==> config.mk <==
export PLATFORM = sky130hd
export DESIGN_NAME = axi_rw_arbiter
export DESIGN_NICKNAME = d
export VERILOG_FILES = /design/src/rtl/axi_ddr_pkg.sv /design/src/rtl/axi_burst_addr_gen.sv /design/src/rtl/axi_rw_arbiter.sv
export SDC_FILE = /design/constraint.sdc
export NUM_CORES = 1
export LEC_CHECK = 0
export CAP_MARGIN = 0
export CORE_MARGIN = 2
export CORE_UTILIZATION = 31
export CTS_BUF_LIST = sky130_fd_sc_hd__clkbuf_2
export DETAILED_ROUTE_END_ITERATION = 7
export HOLD_SLACK_MARGIN = 0.15
export PLACE_DENSITY = 0.54
export REMOVE_ABC_BUFFERS = 1
export SLEW_MARGIN = 10
export SYNTH_ARGS = -nofsm -noshare
export SYNTH_HDL_FRONTEND = slang
export SYNTH_HIERARCHICAL = 1
export SYNTH_SLANG_ARGS = --single-unit
==> constraint.sdc <==
create_clock -name clk -period 3.3 [get_ports clk]
set_clock_uncertainty 0.1 [all_clocks]
set_input_delay 0.66 -clock clk [delete_from_list [all_inputs] [get_ports clk]]
set_output_delay 0.66 -clock clk [all_outputs]
set_load 0.05 [all_outputs]
==> src/rtl/axi_ddr_pkg.sv <==
// Shared types and defaults for the DDR3 AXI read/write arbiter.
package axi_ddr_pkg;

  localparam int ADDR_W      = 30;
  localparam int BURST_LEN   = 16;
  localparam int DATA_BYTES  = 8;
  localparam int BURST_BYTES = BURST_LEN * DATA_BYTES;

  typedef enum logic [2:0] {
    ST_ARB,
    ST_WR_REQ,
    ST_WR_WAIT,
    ST_RD_REQ,
    ST_RD_WAIT
  } state_e;

  typedef enum logic {
    GNT_WR = 1'b0,
    GNT_RD = 1'b1
  } grant_e;

  function automatic int burst_bytes(input int len, input int bytes);
    return len * bytes;
  endfunction

endpackage

==> src/rtl/axi_burst_addr_gen.sv <==
// Burst start-address register: steps by one burst per advance, wraps to BEG
// when the next burst would run past END. Clear takes priority over advance.
module axi_burst_addr_gen #(
  parameter int                ADDR_W   = 30,
  parameter logic [ADDR_W-1:0] BEG_ADDR = '0,
  parameter logic [ADDR_W-1:0] END_ADDR = ADDR_W'(1023),
  parameter int                STEP     = 128
) (
  input  logic              clk,
  input  logic              rst_n,
  input  logic              i_adv,
  input  logic              i_clr,
  output logic [ADDR_W-1:0] o_addr
);

  logic [ADDR_W-1:0] r_addr;
  logic [ADDR_W:0]   w_next;
  logic [ADDR_W:0]   w_last;
  logic              w_wrap;

  // One extra bit so a step past the top of the address space still compares correctly
  assign w_next = {1'b0, r_addr} + (ADDR_W+1)'(STEP);
  assign w_last = w_next + (ADDR_W+1)'(STEP - 1);
  assign w_wrap = w_last > {1'b0, END_ADDR};

  always_ff @(posedge clk or negedge rst_n) begin
    if (!rst_n) begin
      r_addr <= BEG_ADDR;
    end else if (i_clr) begin
      r_addr <= BEG_ADDR;
    end else if (i_adv) begin
      r_addr <= w_wrap ? BEG_ADDR : w_next[ADDR_W-1:0];
    end
  end

  assign o_addr = r_addr;

endmodule

==> src/rtl/axi_rw_arbiter.sv <==
// Shares one DDR3 AXI port between the write and read masters, one burst per grant.
// Define AXI_RW_WR_PRIO_EN for fixed write priority; default is round-robin on ties.
module axi_rw_arbiter #(
  parameter int                ADDR_W        = 30,
  parameter int                CNT_W         = 10,
  parameter int                BURST_LEN     = 16,
  parameter int                DATA_BYTES    = 8,
  parameter int                RD_FIFO_DEPTH = 512,
  parameter logic [ADDR_W-1:0] WR_BEG_ADDR   = '0,
  parameter logic [ADDR_W-1:0] WR_END_ADDR   = ADDR_W'(1023),
  parameter logic [ADDR_W-1:0] RD_BEG_ADDR   = '0,
  parameter logic [ADDR_W-1:0] RD_END_ADDR   = ADDR_W'(1023)
) (
  input  logic              clk,
  input  logic              rst_n,
  input  logic              addr_clr,
  input  logic              rd_mem_en,
  input  logic [CNT_W-1:0]  wr_fifo_cnt,
  input  logic [CNT_W-1:0]  rd_fifo_cnt,
  input  logic              wr_ready,
  input  logic              wr_done,
  input  logic              rd_ready,
  input  logic              rd_done,
  output logic              wr_start,
  output logic [ADDR_W-1:0] wr_addr,
  output logic [7:0]        wr_len,
  output logic              rd_start,
  output logic [ADDR_W-1:0] rd_addr,
  output logic [7:0]        rd_len,
  output logic              busy
);
  import axi_ddr_pkg::*;

  // state      | meaning
  // ST_ARB     | evaluate eligibility, apply pending address clear, grant
  // ST_WR_REQ  | write granted, waiting for write master idle
  // ST_WR_WAIT | write burst in flight until wr_done
  // ST_RD_REQ  | read granted, waiting for read master idle
  // ST_RD_WAIT | read burst in flight until rd_done

  localparam int               BURST_STEP = burst_bytes(BURST_LEN, DATA_BYTES);
  localparam logic [CNT_W:0]   WR_THRESH  = (CNT_W+1)'(BURST_LEN);
  localparam logic [CNT_W:0]   RD_THRESH  = (CNT_W+1)'(RD_FIFO_DEPTH - BURST_LEN);

  state_e r_state;
  state_e w_state_nxt;
  logic   r_wr_start, r_rd_start, r_clr_pend;
  logic   w_wr_start_nxt, w_rd_start_nxt, w_pend_nxt;
  logic   w_wr_adv, w_rd_adv, w_wr_clr, w_rd_clr;
  logic   w_wr_elig, w_rd_elig, w_clr_now, w_grant_vld;
  grant_e w_grant;

  assign w_wr_elig   = {1'b0, wr_fifo_cnt} >= WR_THRESH;
  assign w_rd_elig   = rd_mem_en && ({1'b0, rd_fifo_cnt} <= RD_THRESH);
  assign w_clr_now   = r_clr_pend | addr_clr;
  assign w_grant_vld = w_wr_elig | w_rd_elig;

`ifdef AXI_RW_WR_PRIO_EN
  always_comb begin
    w_grant = GNT_WR;
    if (!w_wr_elig) w_grant = GNT_RD;
  end
`else
  grant_e r_last_grant;

  always_comb begin
    w_grant = GNT_WR;
    if (w_wr_elig && w_rd_elig) w_grant = (r_last_grant == GNT_RD) ? GNT_WR : GNT_RD;
    else if (!w_wr_elig)        w_grant = GNT_RD;
  end

  always_ff @(posedge clk or negedge rst_n) begin
    if (!rst_n) begin
      r_last_grant <= GNT_RD;
    end else if (r_state == ST_ARB && w_grant_vld) begin
      r_last_grant <= w_grant;
    end
  end
`endif

  always_ff @(posedge clk or negedge rst_n) begin
    if (!rst_n) begin
      r_state    <= ST_ARB;
      r_wr_start <= 1'b0;
      r_rd_start <= 1'b0;
      r_clr_pend <= 1'b0;
    end else begin
      r_state    <= w_state_nxt;
      r_wr_start <= w_wr_start_nxt;
      r_rd_start <= w_rd_start_nxt;
      r_clr_pend <= w_pend_nxt;
    end
  end

  always_comb begin
    w_state_nxt    = r_state;
    w_wr_start_nxt = 1'b0;
    w_rd_start_nxt = 1'b0;
    w_wr_adv       = 1'b0;
    w_rd_adv       = 1'b0;
    w_wr_clr       = 1'b0;
    w_rd_clr       = 1'b0;
    w_pend_nxt     = w_clr_now;
    case (r_state)
      ST_ARB: begin
        w_wr_clr   = w_clr_now;
        w_rd_clr   = w_clr_now;
        w_pend_nxt = 1'b0;
        if (w_grant_vld) w_state_nxt = (w_grant == GNT_WR) ? ST_WR_REQ : ST_RD_REQ;
      end
      ST_WR_REQ: begin
        if (wr_ready) begin
          w_state_nxt    = ST_WR_WAIT;
          w_wr_start_nxt = 1'b1;
        end
      end
      // A pending clear overrides the advance for the finishing direction only;
      // it stays pending so the other address is cleared in the next ARB.
      ST_WR_WAIT: begin
        if (wr_done) begin
          w_state_nxt = ST_ARB;
          w_wr_adv    = 1'b1;
          w_wr_clr    = w_clr_now;
        end
      end
      ST_RD_REQ: begin
        if (rd_ready) begin
          w_state_nxt    = ST_RD_WAIT;
          w_rd_start_nxt = 1'b1;
        end
      end
      ST_RD_WAIT: begin
        if (rd_done) begin
          w_state_nxt = ST_ARB;
          w_rd_adv    = 1'b1;
          w_rd_clr    = w_clr_now;
        end
      end
      default: w_state_nxt = ST_ARB;
    endcase
  end

  axi_burst_addr_gen #(
    .ADDR_W  (ADDR_W),
    .BEG_ADDR(WR_BEG_ADDR),
    .END_ADDR(WR_END_ADDR),
    .STEP    (BURST_STEP)
  ) u_wr_addr (
    .clk   (clk),
    .rst_n (rst_n),
    .i_adv (w_wr_adv),
    .i_clr (w_wr_clr),
    .o_addr(wr_addr)
  );

  axi_burst_addr_gen #(
    .ADDR_W  (ADDR_W),
    .BEG_ADDR(RD_BEG_ADDR),
    .END_ADDR(RD_END_ADDR),
    .STEP    (BURST_STEP)
  ) u_rd_addr (
    .clk   (clk),
    .rst_n (rst_n),
    .i_adv (w_rd_adv),
    .i_clr (w_rd_clr),
    .o_addr(rd_addr)
  );

  assign wr_start = r_wr_start;
  assign rd_start = r_rd_start;
  assign wr_len   = 8'(BURST_LEN - 1);
  assign rd_len   = 8'(BURST_LEN - 1);
  assign busy     = (r_state != ST_ARB);

endmodule

==> qor.yml, run 1 <==
drive_gt1_share_pct: 6.667
slew_headroom_pct: 50.91
vias_per_cell: 4.960
cts_max_path_buffers: 2
cts_max_level: 2
cts_buffers: 5
antenna_found_initial: 0
wl_per_cell_microns: 13.49
path_buf_inv: 2
yosys_warnings: 6
io_buffers: 72
final-hold-violation-count: 0
hp-class: "flip-flop to flip-flop"
ios: 107
ys_seq_area_share_pct: 40.14
critPathMaxStageDelay_ns: 0.70
grt_max_degree: 36
fin_area_sq_um: 4100
synthArstFlopShare_pct: 100.0
setup_viol: 0
status: "completed"
grt_pass1_wl_mm: 13.21
initial_core_util_pct: 32.03
syn_to_final_growth_pct: 23.99
cts_num_sinks: 53
grt_pass1_vias: 2781
power_leakage_uw: 0.001673
cts-root-buf: "clkbuf_2"
critical_path.cell_chain: "nor3_2 -> inv_2 -> clkdlybuf4s50_1"
grt_overflow_total: 0
worstSetupEndpointType: "output port"
ys.flop_type: "dfrtp_1"
ys_top_cells_by_area: "dfrtp_1, and2_1, buf_4, nand3_1, nor2_1"
critPathRequiredTime_ns: 2.54
worst_pin_slew_ns: 0.7355
cap_violations: 0
slew_violations: 0
dieWidth_microns: 107.3
post-route-drc-count: 0
synth_cells: 363
preCtsSetupSlack_ns: 0.2876
die_h_microns: 107.3
fill_cells: 1048
vias: 2832
clkTransAtPathRegs_ns: 0.27
dieArea_sq_um: 11510
clock.fmax_ghz: 0.3561
layout_setup_ws_ns: 0.4919
p_per_area_nw_per_um2: 401.4
period_minus_slack_ns: 2.808
core_sq_um: 10320
fin_crit_sh_pct: 85.09
critical_path_cell_count: 3
avgSynthCellArea_sq_um: 9.110
grt_usage_pct: 13.93
place_congestion: 0.7807
hpwl_mm: 5.702
rsz0062_at_grt: "no"
final_util_pct: 39.72
ys_ff_latch: 53
num_rows: 37
finalPower_uw: 1646
dr.first_iter.drc_count: 150
rrSetupSlack_ns: 0.52
crit_type: "flip-flop to output port"
path_max_fanout: 10
clk_latency_ns: 0.42
yosysUniqueCellTypes: 56
synth_top_area_cell: "dfrtp_1"
slowest_stage: "clkdlybuf4s50_1"
path_delay_family: "buffers and inverters"
ant_nets: 0
holdPathStages: 2
antennaDiodeCount: 0
cts_tree: "done"
r2r_cells: 8
dpl_cell_area_sq_um: 4051
routed_wl_mm: 7.704
peakVddDrop_mv: 0.1586
synth_edf_count: 0
start_kind: "flip-flop"
final_nets: 467
synth_top_area_share_pct: 39.35
dr.pass1.iters: 6
finalSetupTns_ns: 0
cp_data_arrival_time_ns: 2.05
synth_area_sq_um: 3307
## layout make-up
cell class | instances | area, sq um | area share, %
sequential | 53 | 1328 | 32.38
clock inverter | 2 | 11.26 | 0.2746
clock buffer | 5 | 25.02 | 0.6103
inverter | 14 | 52.55 | 1.282
timing repair buffer | 78 | 763.2 | 18.61
tap | 136 | 170.2 | 4.150
multi-input combinational | 283 | 1750 | 42.69
## through the flow
stage,hold slack [ns],cells
2_1_floorplan,0.2644,350
3_3_place_gp,0.3717,563
3_5_place_dp,0.3799,563
4_1_cts,0.4092,571
5_1_grt,0.4304,571
6_report,0.3998,571
## power breakdown
part | switching (uW) | internal, uW
combinational | 413 | 214
sequential | 77.1 | 695
clock | 201 | 45.6
total | 691 | 955
## synth_stat cells (2+ instances only)
library cell / instances
conb_1: 4
a311oi_1: 2
and2_1: 36
dfrtp_1: 52
buf_2: 2
o2111ai_1: 2
and2_2: 2
nor2b_1: 5
inv_1: 13
nor3_1: 15
nor4_2: 2
buf_6: 2
or2b_1: 2
buf_4: 30
a211oi_1: 3
nand4b_1: 4
nand3_1: 27
nor3b_1: 2
a41oi_1: 2
or2_2: 2
and4b_1: 2
nand4_1: 6
nor4_1: 5
o31ai_1: 2
o2bb2ai_1: 2
or4_1: 6
and3_1: 7
a21oi_1: 15
clkbuf_1: 5
nor2_1: 25
o21ai_0: 16
nand4_4: 2
or3_1: 2
a2bb2oi_1: 2
ha_1: 4
mux2i_1: 9
o211ai_1: 3
xnor2_1: 2
a31oi_1: 2
o21bai_1: 2
xor2_1: 2
nand2_1: 19
## path summary, 6_finish.rpt
check,endpoint,startpoint
worst max-delay path,busy,r_state[2]$_DFFE_PN0P_
worst min-delay path,r_last_grant$_DFFE_PN1P_,r_last_grant$_DFFE_PN1P_
worst max register to register,u_rd_addr/o_addr[9]$_DFFE_PN0P_,u_rd_addr/o_addr[7]$_DFFE_PN0P_
worst min register to register,r_last_grant$_DFFE_PN1P_,r_last_grant$_DFFE_PN1P_
max in group asynchronous,r_last_grant$_DFFE_PN1P_,rst_n
min in group asynchronous,u_wr_addr/o_addr[13]$_DFFE_PN0P_,rst_n
## flip-flops by register name, summed over array words and instances, names as in the netlist
register / count
r_clr_pend: 1
r_last_grant: 1
r_state: 3
rd_start: 1
u_rd_addr/o_addr: 23
u_wr_addr/o_addr: 23
wr_start: 1
## per-layer routing
metal  global-route usage, %  up-vias  wire length, microns
met1                   17.79     1370                  3484
li1                        -     1381                     -
met5                       0        -                     0
met4                   3.247        0                    55
met2                   23.60       75                  3703
met3                   3.571        6                   461
## what timing repair did
| item | 4_1_cts | 5_1_grt |
|---|---|---|
| hold buffers | 1 | 0 |
| gates resized for setup | 0 | 0 |
| endpoints found under the hold margin | 18 | 0 |
| buffers inserted | 0 | 0 |
## placed cells by master (no fill, tap or decap), types with 3 or more instances in the layout
cell	Yosys	layout
inv_1	13	13
conb_1	4	30
nor2b_1	5	5
clkdlybuf4s50_1	0	71
and3_1	7	7
nand2_1	19	19
nand3_1	27	27
nand4b_1	4	4
buf_4	30	5
clkbuf_2	0	5
nor4_1	5	5
mux2i_1	9	9
nand4_1	6	6
a211oi_1	3	3
nor2_1	25	24
and2_1	36	36
nor3_1	15	15
dfrtp_1	52	52
o21ai_0	16	16
ha_1	4	4
o211ai_1	3	3
a21oi_1	15	15
or4_1	6	6
## worst min-delay path, delay by kind of cell, from the launching register on
family	cells	cell delay, ns
AOI/OAI and AO/OA	1	0.06
DFF	1	0.42
and+or+nand+nor	1	0.05
## cell families (layout without fill, tap and decap cells)
kind of cell,after synthesis,in the layout,share of synthesized area (%)
other cells,4,30,0.4539
fa+ha+maj,4,4,1.513
simple gates,178,178,31.55
xor+xnor,4,4,1.060
mux,9,9,2.724
buf+inv,53,99,9.951
flops,53,53,40.14
compound gates,58,58,12.60
No activity file was read; power rests on OpenSTA's default activity.
==> run 2, diff against run 1 <==
==> constraint.sdc (replaced) <==
create_clock -name clk -period 3.3 [get_ports clk]
set_clock_uncertainty 0.1 [all_clocks]
set_input_delay 0.495 -clock clk [delete_from_list [all_inputs] [get_ports clk]]
set_output_delay 0.495 -clock clk [all_outputs]
set_load 0.05 [all_outputs]
==> qor.yml, run 2 (synthesis gave the netlist of run 1 again) <==
place_congestion: 0.7717  # -1.2%
final-hold-violation-count: 0  # unchanged
period_minus_slack_ns: 2.735  # -0.07286 ns
core_sq_um: 10320  # unchanged
dieArea_sq_um: 11510  # unchanged
routed_wl_mm: 7.650  # -0.70%
cts_max_path_buffers: 2  # unchanged
hpwl_mm: 5.647  # -0.96%
setup_viol: 0  # unchanged
power_leakage_uw: 0.001685  # +0.74%
syn_to_final_growth_pct: 24.52
grt_overflow_total: 0  # unchanged
rsz0062_at_grt: "no"
die_h_microns: 107.3  # unchanged
final_nets: 466  # -0.21%
mostFrequentLayoutCells: "clkdlybuf4s50_1, dfrtp_1, and2_1"
num_rows: 37  # unchanged
hp-class: "input pin to asynchronous set/reset pin"
cts-root-buf: "clkbuf_2"
cp_data_arrival_time_ns: 3.02  # +0.97 ns
finalSetupTns_ns: 0  # unchanged
dpl.cell_count: 562  # -0.18%
fill_cells: 1061  # +1.2%
grt_max_degree: 36  # unchanged
io_buffers: 72  # unchanged
vias_per_cell: 4.935  # -0.49%
cts_resized: 0  # unchanged
antennaDiodeCount: 0  # unchanged
cts_max_level: 2  # unchanged
crit_type: "flip-flop to flip-flop"
slew_headroom_pct: 54.86  # +3.9 points
finalNonFillerCells: 571  # unchanged
cts_num_sinks: 53  # unchanged
status: "completed"
vias: 2818  # -0.49%
dr.pass1.iters: 4  # -2
hold_buffers: 1  # unchanged
post-route-drc-count: 0  # unchanged
post_cts_buffers: 0  # unchanged
crit_top_cell: "nand3_1"
ant_nets: 0  # unchanged
grt_usage_pct: 14.02  # +0.082 points
final_util_pct: 39.89  # +0.17 points
path_buf_inv: 0  # -2
clk_latency_ns: 0.43  # about the same
antenna_found_initial: 0  # unchanged
layout_setup_ws_ns: 0.5648  # +0.07286 ns
ios: 107  # unchanged
slowest_stage: "dfrtp_1"
preCtsSetupSlack_ns: 0.5850  # +0.2973 ns
critical_path.cell_chain: "ha_1 -> nand3_1 -> or4_1 -> a21oi_1 -> o2bb2ai_1 -> nor4_2 -> nand3_1 -> o21ai_0"
worst_pin_slew_ns: 0.6677  # -0.06776 ns
dr.first_iter.drc_count: 112  # -25%
critPathRequiredTime_ns: 3.58  # +1.04 ns
dieWidth_microns: 107.3  # unchanged
path_max_fanout: 10  # unchanged
whs_ns: 0.3779  # -0.02191 ns
p_per_area_nw_per_um2: 417.1  # +3.9%
peakVddDrop_mv: 0.1594  # +0.48%
start_kind: "flip-flop"
cts_buffers: 5  # unchanged
clkTransAtPathRegs_ns: 0.28  # about the same
mostFrequentLayoutCell: "clkdlybuf4s50_1"
cts_tree: "done"
slew_violations: 0  # unchanged
path_delay_family: "simple AND/OR/NAND/NOR gates"
initial_core_util_pct: 32.03  # unchanged
fin_crit_sh_pct: 82.89  # -2.2 points
grt_pass1_vias: 2777  # -0.14%
grt_pass1_wl_mm: 13.13  # -0.58%
drive_gt1_share_pct: 6.437  # -0.23 points
clock.fmax_ghz: 0.3656  # +2.7%
wl_per_cell_microns: 13.40  # -0.70%
worstSetupEndpointType: "flip-flop"
critPathMaxStageDelay_ns: 0.56  # -0.14 ns
cap_violations: 0  # unchanged
[run 2: final timing paths]
kind | slack [ns] | depth (start not counted) | end | from
worst min-delay path | 0.38 | 2 | u_wr_addr/o_addr[19]$_DFFE_PN0P_ | rst_n
worst max register to register | 0.56 | 8 | u_wr_addr/o_addr[8]$_DFFE_PN0P_ | u_wr_addr/o_addr[7]$_DFFE_PN0P_
min in group clk | 0.40 | 2 | r_last_grant$_DFFE_PN1P_ | r_last_grant$_DFFE_PN1P_
worst min register to register | 0.40 | 2 | r_last_grant$_DFFE_PN1P_ | r_last_grant$_DFFE_PN1P_
max in group asynchronous | 1.83 | 3 | r_last_grant$_DFFE_PN1P_ | rst_n
worst max-delay path | 0.56 | 8 | u_wr_addr/o_addr[8]$_DFFE_PN0P_ | u_wr_addr/o_addr[7]$_DFFE_PN0P_
[run 2: through the flow]
step,cell area (sq um),total power [uW]
after floorplan,3128,1174
after global routing,4118,1836
after global placement,4044,1394
after CTS,4118,1750
final,4118,1718
after detailed placement,4044,1401
[run 2: report_power, final]
part / leakage [uW] / total, uW / switching, uW / internal, uW
clock network: 0.0000406 / 337 / 208 / 129
registers: 0.000730 / 771 / 75.3 / 695
logic: 0.000915 / 610 / 408 / 202
[run 2: layer usage]
layer	vias to the layer above	wire length (microns)	track usage, %
li1	1377	-	-
met1	1352	3363	17.52
met2	84	3764	24.23
met3	5	483	3.753
met4	0	39	2.968
met5	-	0	0
[run 2: cell type report]
type | count | area, sq um | share of cell area, %
clock inverter | 2 | 33.78 | 0.8204
clock buffer | 6 | 30.03 | 0.7293
tap | 136 | 170.2 | 4.132
inverter | 14 | 52.55 | 1.276
timing repair buffer | 77 | 755.7 | 18.35
multi-input combinational | 283 | 1748 | 42.45
sequential | 53 | 1328 | 32.24
